<file path="src/rtl/vga_sync_gen.sv">
// VGA timing generator: pixel-rate divider, h/v raster counters and registered
// sync/blank decode with one-pixel lookahead coordinates for the grid stage.
module vga_sync_gen #(
    parameter int H_VISIBLE = 640,
    parameter int H_FP      = 16,
    parameter int H_SYNC    = 96,
    parameter int H_BP      = 48,
    parameter int V_VISIBLE = 480,
    parameter int V_FP      = 10,
    parameter int V_SYNC    = 2,
    parameter int V_BP      = 33,
    parameter int CLK_DIV   = 2
) (
    input  logic        clk,
    input  logic        rst,
    output logic        vga_clk,
    output logic        hsync,
    output logic        vsync,
    output logic        blank_n,
    output logic        sync_n,
    output logic        pix_en,
    output logic [31:0] next_x,
    output logic [31:0] next_y,
    output logic        frame_start
);

    localparam int H_TOTAL = H_VISIBLE + H_FP + H_SYNC + H_BP;
    localparam int V_TOTAL = V_VISIBLE + V_FP + V_SYNC + V_BP;
    localparam int HW = (H_TOTAL > 1) ? $clog2(H_TOTAL) : 1;
    localparam int VW = (V_TOTAL > 1) ? $clog2(V_TOTAL) : 1;
    localparam int DW = $clog2(CLK_DIV);

    localparam logic [DW-1:0] DIV_MAX  = DW'(CLK_DIV - 1);
    localparam logic [DW-1:0] DIV_HALF = DW'(CLK_DIV / 2);
    localparam logic [31:0] H_LAST   = 32'(H_TOTAL - 1);
    localparam logic [31:0] V_LAST   = 32'(V_TOTAL - 1);
    localparam logic [31:0] HS_START = 32'(H_VISIBLE + H_FP);
    localparam logic [31:0] HS_END   = 32'(H_VISIBLE + H_FP + H_SYNC);
    localparam logic [31:0] VS_START = 32'(V_VISIBLE + V_FP);
    localparam logic [31:0] VS_END   = 32'(V_VISIBLE + V_FP + V_SYNC);
    localparam logic [31:0] H_VIS    = 32'(H_VISIBLE);
    localparam logic [31:0] V_VIS    = 32'(V_VISIBLE);

    logic [DW-1:0] div_q, div_d;
    logic [HW-1:0] h_q, h_d;
    logic [VW-1:0] v_q, v_d;
    logic          vga_clk_q, vga_clk_d;
    logic          hsync_q, hsync_d;
    logic          vsync_q, vsync_d;
    logic          blank_n_q, blank_n_d;
    logic [31:0]   next_x_q, next_x_d;
    logic [31:0]   next_y_q, next_y_d;
    logic          frame_start_q, frame_start_d;
    logic          adv;
    logic [31:0]   h_cur, v_cur, h_new, v_new;

    always_comb begin
        adv   = (div_q == DIV_MAX);
        div_d = adv ? '0 : div_q + DW'(1);
        h_d   = h_q;
        v_d   = v_q;
        h_cur = 32'(h_q);
        v_cur = 32'(v_q);
        if (adv) begin
            if (h_cur == H_LAST) begin
                h_d = '0;
                v_d = (v_cur == V_LAST) ? '0 : v_q + VW'(1);
            end else begin
                h_d = h_q + HW'(1);
            end
        end
        frame_start_d = adv && (h_cur == H_LAST) && (v_cur == V_LAST);

        // Decode from the values being loaded so outputs stay coherent with h/v.
        h_new     = 32'(h_d);
        v_new     = 32'(v_d);
        vga_clk_d = (div_d >= DIV_HALF);
        hsync_d   = !((h_new >= HS_START) && (h_new < HS_END));
        vsync_d   = !((v_new >= VS_START) && (v_new < VS_END));
        blank_n_d = (h_new < H_VIS) && (v_new < V_VIS);
        if (h_new == H_LAST) begin
            next_x_d = '0;
            next_y_d = (v_new == V_LAST) ? '0 : v_new + 32'd1;
        end else begin
            next_x_d = h_new + 32'd1;
            next_y_d = v_new;
        end
    end

    always_ff @(posedge clk) begin
        if (rst) begin
            div_q         <= '0;
            h_q           <= '0;
            v_q           <= '0;
            vga_clk_q     <= 1'b0;
            hsync_q       <= 1'b1;
            vsync_q       <= 1'b1;
            blank_n_q     <= 1'b1;
            next_x_q      <= 32'd1;
            next_y_q      <= 32'd0;
            frame_start_q <= 1'b0;
        end else begin
            div_q         <= div_d;
            h_q           <= h_d;
            v_q           <= v_d;
            vga_clk_q     <= vga_clk_d;
            hsync_q       <= hsync_d;
            vsync_q       <= vsync_d;
            blank_n_q     <= blank_n_d;
            next_x_q      <= next_x_d;
            next_y_q      <= next_y_d;
            frame_start_q <= frame_start_d;
        end
    end

    assign pix_en      = adv;
    assign vga_clk     = vga_clk_q;
    assign hsync       = hsync_q;
    assign vsync       = vsync_q;
    assign blank_n     = blank_n_q;
    assign sync_n      = 1'b0;
    assign next_x      = next_x_q;
    assign next_y      = next_y_q;
    assign frame_start = frame_start_q;

endmodule

</file>
<file path="config.mk">
export PLATFORM = sky130hd
export DESIGN_NAME = vga_sync_gen
export DESIGN_NICKNAME = d
export VERILOG_FILES = /design/src/rtl/vga_sync_gen.sv
export SDC_FILE = /design/constraint.sdc
export NUM_CORES = 1
export LEC_CHECK = 0
export ABC_AREA = 1
export CAP_MARGIN = 10
export CORE_ASPECT_RATIO = 0.8
export CORE_UTILIZATION = 31
export CTS_CLUSTER_SIZE = 24
export DETAILED_ROUTE_END_ITERATION = 10
export REMOVE_ABC_BUFFERS = 1
export SLEW_MARGIN = 40
export SYNTH_ARGS = -nofsm -noshare
export SYNTH_HDL_FRONTEND = slang
export SYNTH_SLANG_ARGS = --single-unit
export TNS_END_PERCENT = 10
</file>
<file path="constraint.sdc">
create_clock -name clk -period 2.25 [get_ports clk]
set_input_delay 0.3375 -clock clk [delete_from_list [all_inputs] [get_ports clk]]
set_output_delay 0.3375 -clock clk [all_outputs]
set_load 0.005 [all_outputs]
</file>
==> results of run 1 <==
[critical path, delay by kind of cell (launching register included)]
| kind | cells | cell delay, ns |
|---|---|---|
| adders and majority gates | 1 | 0.16 |
| DFF | 1 | 0.36 |
| buffers and inverters | 2 | 0.18 |
| and+or+nand+nor | 12 | 1.35 |
[layer usage]
layer / wire length [µm] / vias to the layer above / GRT usage (%)
li1: - / 1354 / -
met1: 3489 / 1206 / 19.69
met2: 2951 / 89 / 21.68
met3: 437 / 10 / 4.203
met4: 91 / 0 / 3.758
met5: 0 / - / 0
[worst paths after layout]
check / startpoint / to / slack (ns)
worst max-delay path: h_q[1] / next_y[3] / 0.10
worst min register to register: h_q[4] / h_q[4] / 0.55
worst min-delay path: h_q[4] / h_q[4] / 0.55
worst max register to register: h_q[1] / next_y[3] / 0.10
[synthesized netlist by cell type (all sizes together)]
library cell / number
a22oi: 1
nor2: 79
dfxtp: 47
nor3: 5
clkinv: 1
nand3: 30
clkbuf: 3
o21ai: 18
nand4: 13
inv: 54
xnor2: 1
ha: 7
nand3b: 1
conb: 1
nor3b: 1
nand2: 106
xor2: 6
buf: 48
a21oi: 4
o21bai: 3
[cell type report]
cell class	instances	area share (%)
clock buffer	5	3.400
clock inverter	2	1.020
tap	115	3.910
inverter	55	5.746
multi-input combinational	318	46.82
sequential	47	25.88
timing repair buffer	53	13.23
[flip-flops by register name, summed over array words and instances (netlist names)]
| name | count |
|---|---|
| frame_start | 1 |
| hsync | 1 |
| vsync | 1 |
| v_q | 10 |
| next_x | 11 |
| next_y | 11 |
| pix_en | 1 |
| blank_n | 1 |
| h_q | 10 |
[power by group through the flow]
stage	Combinational (mW)	Sequential [mW]	Clock, mW
after floorplan	0.0485	0.872	0
after global placement	0.0989	0.868	0
after detailed placement	0.0980	0.869	0
after CTS	0.0988	0.850	0.859
after global routing	0.121	0.853	0.892
final	0.104	0.853	0.841
[cells by family (layout without fill, tap and decap cells)]
family / after synthesis / in the layout
fa+ha+maj: 7 / 7
xor+xnor: 7 / 7
flops: 47 / 47
simple gates: 235 / 235
buf+inv: 106 / 115
other cells: 1 / 43
compound gates: 26 / 26
[repair_timing]
| item | 4_1_cts | 5_1_grt |
|---|---|---|
| gates resized for setup | 1 | 57 |
| hold buffers | 0 | 0 |
| setup endpoints to repair | 1 | 21 |
| hold endpoints to repair | 0 | 0 |
| pin swaps | 2 | 20 |
| buffers inserted | 0 | 13 |
[stage by stage]
stage               instance area (µm²)  hold slack [ns]  setup slack [ns]  utilization (%)  total power [mW]
floorplan                          2708           0.4042          -0.05369                -            0.9202
global placement                   3224           0.5416           0.05903            35.37            0.9673
detailed placement                 3224           0.5320         0.0004876            35.37            0.9668
CTS                                3390           0.5418           0.02096            37.19             1.808
global route                       3680           0.5776          -0.04471            40.37             1.867
finish                             3680           0.5458            0.1008            40.37             1.798
==> reports/metrics.yaml, run 1 <==
yosys.area.top_type_share_pct: 32.11
cp_max_fo: 4
combPwrFrac_pct: 5.8
regArea_um2: 952.2
clkLatencyLatePin_ns: 0.29
fp.coreArea_mm2: 0.009115
timing.fmax_mhz: 465.3
yosys_warnings: 0
globalplace.congestion: 0.8548
post-route-period-util_pct: 95.52
grt_usage_pct: 14.23
die_w_um: 110.7
die_area_mm2: 0.009848
fin_cells: 595
htreeDepth: 2
pwr-share-clk_pct: 46.8
worstHoldPathCells: 2
reg2regPathDepth: 15
multiInputGateArea_mm2: 0.001723
cts_root_buf: "clkbuf_16"
start_util_pct: 32.15
end_kind: "flip-flop"
grt_remaining_overflow: 0
die_h_um: 88.96
drt-total-wl_mm: 6.969
avgSynthCellArea_um2: 6.831
period_needed_ns: 2.149
final_cell_mix: "nand2_1 (81), nor2_1 (55), inv_1 (43), conb_1 (43), dfxtp_1 (40)"
p_seq_share_pct: 47.4
drtIter0Drc: 146
timing.critical_path.mode_cell: "nor2_1"
numClockSinks: 47
setup_viol: 0
status: "finished, final reports clean"
ctsLongestPathBuffers: 2
synth.top_cells.by_area: "dfxtp_1 (32%), nand2_1 (12%), buf_4 (11%)"
synthMuxAreaShare_pct: 0
cts_tree: "built"
antennaDiodeCount: 0
antenna_found_initial: 0
crit_type: "flip-flop to flip-flop"
cts_buffers: 5
dpl.hpwl_mm: 5.113
final_common_cell: "nand2_1"
yosysUniqueCellTypes: 33
grt_first_pass_wirelength_mm: 11.06
cts.clk_slew.worst_paths_ns: 0.06
synth_fa_ha_area_share_pct: 2.989
row_count: 31
power_density_mw_per_mm2: 488.7
synthCells: 429
crit_path_max_incr_delay_ns: 0.36
drv_slew: 0
post_drt_wl_per_cell_um: 11.71
start_kind: "flip-flop"
viasPerCell: 4.469
internal_power_mw: 1.398
drc: 0
drtPass1Iterations: 5
fill_cells: 914
drive_gt1_share_pct: 23.96
yosysSeqAreaShare_pct: 32.11
vias: 2659
critical_path_required_ns: 2.44
ant_nets: 0
synth_compound_area_share_pct: 4.910
syn_to_final_growth_pct: 25.58
p_leak_nw: 1.612
critPathSlowestCell: "dfxtp_2"
synth_top_family_by_area: "simple AND/OR/NAND/NOR gates"
grt_setup_unrepaired: "yes"
grt_max_degree: 18
syn-cell-area_mm2: 0.002930
synthXorXnorAreaFrac_pct: 2.092
switching_power_uw: 400.6
grt_pass1_vias: 2353
vdd_drop_max_uv: 316.5
setup_tns_ns: 0
io_pins: 73
synthSimpleGateAreaFrac_pct: 37.70
io_buffers: 29
drv_cap: 0
arrival_ns: 2.34
dp_cells: 575
worstPathCellList: "ha_4 > buf_4 > nand2_1 > nor2_1 > nand4_1 > nor2_1 > nor2_1 > nor2_1 > nand2_2 > nor2_2 > nand2_2 > nand2_2 > nand2_2 > inv_2 > nor2_1"
synth-seq-cells: 47
hold_viol_final: 0
nets: 489
finClkSkew_ns: 0.006206
switching_share_pct: 22.28
hp-class: "flip-flop to flip-flop"
yosys.area.top_type: "dfxtp_1"
Power figures use the tool's default switching activity.
==> run 2, diff against run 1 <==
CORE_UTILIZATION = 28   (was 31)
SETUP_SLACK_MARGIN = 0.05   (was not set)
==> reports/metrics.yaml, run 2 (synthesized netlist as in run 1, its figures left out) <==
final_cell_mix: "nand2_1 (80), nor2_1 (53), conb_1 (43)"
arrival_ns: 2.36
crit_path_max_incr_delay_ns: 0.37
ant_nets: 0
utilization_pct: 36.95
drt-total-wl_mm: 7.330
post-route-period-util_pct: 96.25
drtIter0Drc: 191
drv_slew: 0
fin_cells: 622
row_count: 33
start_util_pct: 28.73
grt_remaining_overflow: 0
syn_to_final_growth_pct: 28.61
cts_root_buf: "clkbuf_16"
cts_tree: "built"
antennaDiodeCount: 0
io_pins: 73
die_w_um: 116.4
p_leak_nw: 1.621
grt_max_degree: 22
hold_buffers: 0
die_area_mm2: 0.01088
htreeDepth: 2
worstPathCellList: "ha_4 > nand2_4 > nor2_4 > nand4_4 > buf_6 > buf_12 > nand2_4 > nand4_1 > nor2_4 > buf_4 > nand3_4 > nor2_1 > nand2_1 > nand2_1 > nor2_2"
post_drt_wl_per_cell_um: 11.78
globalplace.congestion: 0.8337
crit_type: "flip-flop to flip-flop"
fp.coreArea_mm2: 0.01020
finalPower_mw: 1.692
viasPerCell: 4.307
status: "finished, final reports clean"
clkLatencyLatePin_ns: 0.30
drv_cap: 0
grt_setup_unrepaired: "yes"
placed_area_mm2: 0.003263
final_area_mm2: 0.003769
timing.fmax_mhz: 461.7
grt_pass1_vias: 2458
hp-class: "flip-flop to flip-flop"
hold_viol_final: 0
final_common_cell: "nand2_1"
critical-path-top-delay-family: "simple AND/OR/NAND/NOR gates"
drc: 0
grt_usage_pct: 13.55
drive_gt1_share_pct: 26.97
antenna_found_initial: 0
finClkSkew_ns: 0.005189
critical_path_required_ns: 2.45
dpl.hpwl_mm: 5.069
cts_buffers: 5
die_h_um: 93.50
start_kind: "flip-flop"
drtPass1Iterations: 5
dp_cells: 601
grt_first_pass_wirelength_mm: 11.42
numClockSinks: 47
period_needed_ns: 2.166
io_buffers: 29
setup_viol: 0
end_kind: "flip-flop"
cp_max_fo: 6
worst-path-buf-inv: 3
ctsLongestPathBuffers: 2
cts.clk_slew.worst_paths_ns: 0.06
nets: 491
vdd_drop_max_uv: 310.9
fill_cells: 1067
vias: 2679
power_density_mw_per_mm2: 449.0
critPathSlowestCell: "dfxtp_4"
run 2: changes by cell type in the layout (fill, tap and decap cells not counted), moves of 3 or more:
| cell | before | now |
|---|---|---|
| o21ai_1 | 5 | 8 |
| o21ai_0 | 13 | 10 |
| buf_6 | 1 | 4 |
| nor2_4 | 8 | 12 |
| inv_1 | 43 | 37 |
| nand2_2 | 20 | 23 |
| nand3_2 | 6 | 9 |
| inv_2 | 11 | 16 |
run 2: worst paths after layout:
kind,endpoint,cells past startpoint,startpoint,slack [ns]
worst max-delay path,next_y[9],15,h_q[1],0.08
worst max register to register,next_y[9],15,h_q[1],0.08
worst min-delay path,h_q[4],2,h_q[4],0.56
worst min register to register,h_q[4],2,h_q[4],0.56
run 2: metrics by stage:
stage          worst slack (ns)  hold slack [ns]  setup TNS, ns
6_report                0.08429           0.5624              0
5_1_grt                -0.05255           0.6005        -0.2983
4_1_cts                 0.05642           0.5513              0
3_5_place_dp         -0.0008920           0.5413     -0.0008920
3_3_place_gp            0.06029           0.5370              0
2_1_floorplan          -0.05369           0.4042        -0.1917
run 2: final cells by class:
| type | instances | area (µm²) | area share [%] |
|---|---|---|---|
| Clock buffer | 5 | 125.1 | 3.320 |
| Clock inverter | 2 | 13.76 | 0.3652 |
| Inverter | 55 | 211.5 | 5.611 |
| Multi-Input combinational cell | 318 | 1765 | 46.85 |
| Sequential cell | 47 | 952.2 | 25.27 |
| Tap cell | 140 | 175.2 | 4.648 |
| Timing Repair Buffer | 55 | 525.5 | 13.94 |
run 2: power by group:
group / switching [mW] / internal [mW]
Combinational: 0.0710 / 0.0384
Sequential: 0.0118 / 0.843
Clock: 0.323 / 0.406
run 2: repair_timing:
item / CTS / global route
buffers inserted: 2 / 12
resized for setup: 12 / 68
pin swaps: 6 / 24
endpoints found under the setup margin: 10 / 22
run 2: per-layer routing:
layer	part of all wire, %	vias up	wire length [µm]	global-route usage, %
li1	-	1358	-	-
met1	49	1212	3623	18.85
met2	44	95	3209	20.86
met3	4.8	14	355	2.203
met4	1.9	0	141	4.915
met5	0	-	0	0
run 2: worst reg2reg max path, stage by stage (launching register included):
cell	delay, ns
dfxtp_4	0.37
ha_4	0.16
nand2_4	0.07
nor2_4	0.16
nand4_4	0.12
buf_6	0.17
buf_12	0.12
nand2_4	0.08
nand4_1	0.14
nor2_4	0.15
buf_4	0.15
nand3_4	0.09
nor2_1	0.09
nand2_1	0.05
nand2_1	0.09
nor2_2	0.04
==> run 3, diff against run 2 <==
RECOVER_POWER = 50   (was not set)
==> reports/metrics.yaml, run 3 (synthesized netlist as in run 1, its figures left out) <==
timing.fmax_mhz: 460.4
max_slew.worst_pin.slew_ns: 1.043
io_buffers: 29
die_area_mm2: 0.01088
drtIter0Drc: 216
dpl.hpwl_mm: 5.069
hold_viol_final: 0
cts_root_buf: "clkbuf_16"
grt_setup_unrepaired: "yes"
slew_headroom_pct: 30.44
numClockSinks: 47
hp-class: "flip-flop to flip-flop"
vdd_drop_max_uv: 310.9
critical_path_required_ns: 2.45
fp.coreArea_mm2: 0.01020
htreeDepth: 2
status: "finished, final reports clean"
viasPerCell: 4.297
crit_type: "flip-flop to flip-flop"
finClkSkew_ns: 0.005285
grt_usage_pct: 13.55
nets: 491
antenna_found_initial: 1
drtPass1Iterations: 4
p_leak_nw: 1.684
antennaDiodeCount: 0
cts.clk_slew.worst_paths_ns: 0.06
drive_gt1_share_pct: 26.76
grt_first_pass_wirelength_mm: 11.42
period_needed_ns: 2.172
syn_to_final_growth_pct: 28.48
row_count: 33
drv_slew: 0
die_h_um: 93.50
post_drt_wl_per_cell_um: 11.68
power_density_mw_per_mm2: 448.7
ctsLongestPathBuffers: 2
setup_tns_ns: 0
hold_buffers: 0
die_w_um: 116.4
cts_buffers: 5
setup_viol: 0
post-route-period-util_pct: 96.54
io_pins: 73
globalplace.congestion: 0.8337
post-place-ws_ns: -0.0008920
final_cell_mix: "nand2_1 (80), nor2_1 (53), conb_1 (43)"
grt_pass1_vias: 2458
arrival_ns: 2.37
final_common_cell: "nand2_1"
grt_max_degree: 22
drt-total-wl_mm: 7.265
final_area_mm2: 0.003765
drc: 0
utilization_pct: 36.92
end_kind: "flip-flop"
start_util_pct: 28.73
cts_tree: "built"
cp_max_fo: 6
ant_nets: 0
layout_setup_ws_ns: 0.07780
drv_cap: 0
vias: 2673
placed_area_mm2: 0.003263
grt_remaining_overflow: 0
clkLatencyLatePin_ns: 0.30
start_kind: "flip-flop"
[run 3: cell type report]
type                    instances  area [µm²]
well taps                     140       175.2
repair buffers                 55       521.8
fillers                      1069        6434
multi-input cells             318        1765
flip-flops and latches         47       952.2
inverters                      55       211.5
clock inverters                 2       13.76
clock buffers                   5       125.1
[run 3: stage by stage]
step	power (mW)	cells	hold slack [ns]
finish	1.689	622	0.5630
global route	1.756	622	0.6005
global placement	0.9656	601	0.5370
detailed placement	0.9664	601	0.5413
floorplan	0.9202	420	0.4042
CTS	1.702	610	0.5513
[run 3: layer usage]
metal	part of all wire, %	routed length [µm]	vias up	global-route usage, %
li1	-	-	1357	-
met1	47	3446	1210	18.85
met2	44	3227	93	20.86
met3	6.2	451	13	2.203
met4	1.9	139	0	4.915
met5	0	0	-	0
[run 3: final timing paths]
| check | slack (ns) | startpoint | to | cells past startpoint |
|---|---|---|---|---|
| setup / recovery | 0.08 | h_q[1] | next_y[9] | 15 |
| hold / removal | 0.56 | h_q[4] | h_q[4] | 2 |
| setup reg to reg | 0.08 | h_q[1] | next_y[9] | 15 |
| hold reg to reg | 0.56 | h_q[4] | h_q[4] | 2 |
[run 3: repair_timing]
action	in CTS	in global routing
gates cloned	0	0
resized for setup	12	68
setup endpoints to repair	10	22
pin swaps	6	24
buffers inserted	2	12
[run 3: power breakdown]
group	leakage (nW)	switching [mW]	internal [mW]
logic	1.23	0.0710	0.0352
clock network	0.0696	0.323	0.406
registers	0.383	0.0113	0.843
total	1.68	0.406	1.28
[run 3: critical path, cell delays in order (launching register included)]
cell and delay, ns:
dfxtp_4 0.37, ha_4 0.16, nand2_4 0.07, nor2_4 0.16
nand4_4 0.13, buf_6 0.17, buf_12 0.12, nand2_4 0.08
nand4_1 0.15, nor2_4 0.15, buf_4 0.15, nand3_4 0.09
nor2_1 0.09, nand2_1 0.05, nand2_1 0.09, nor2_2 0.04
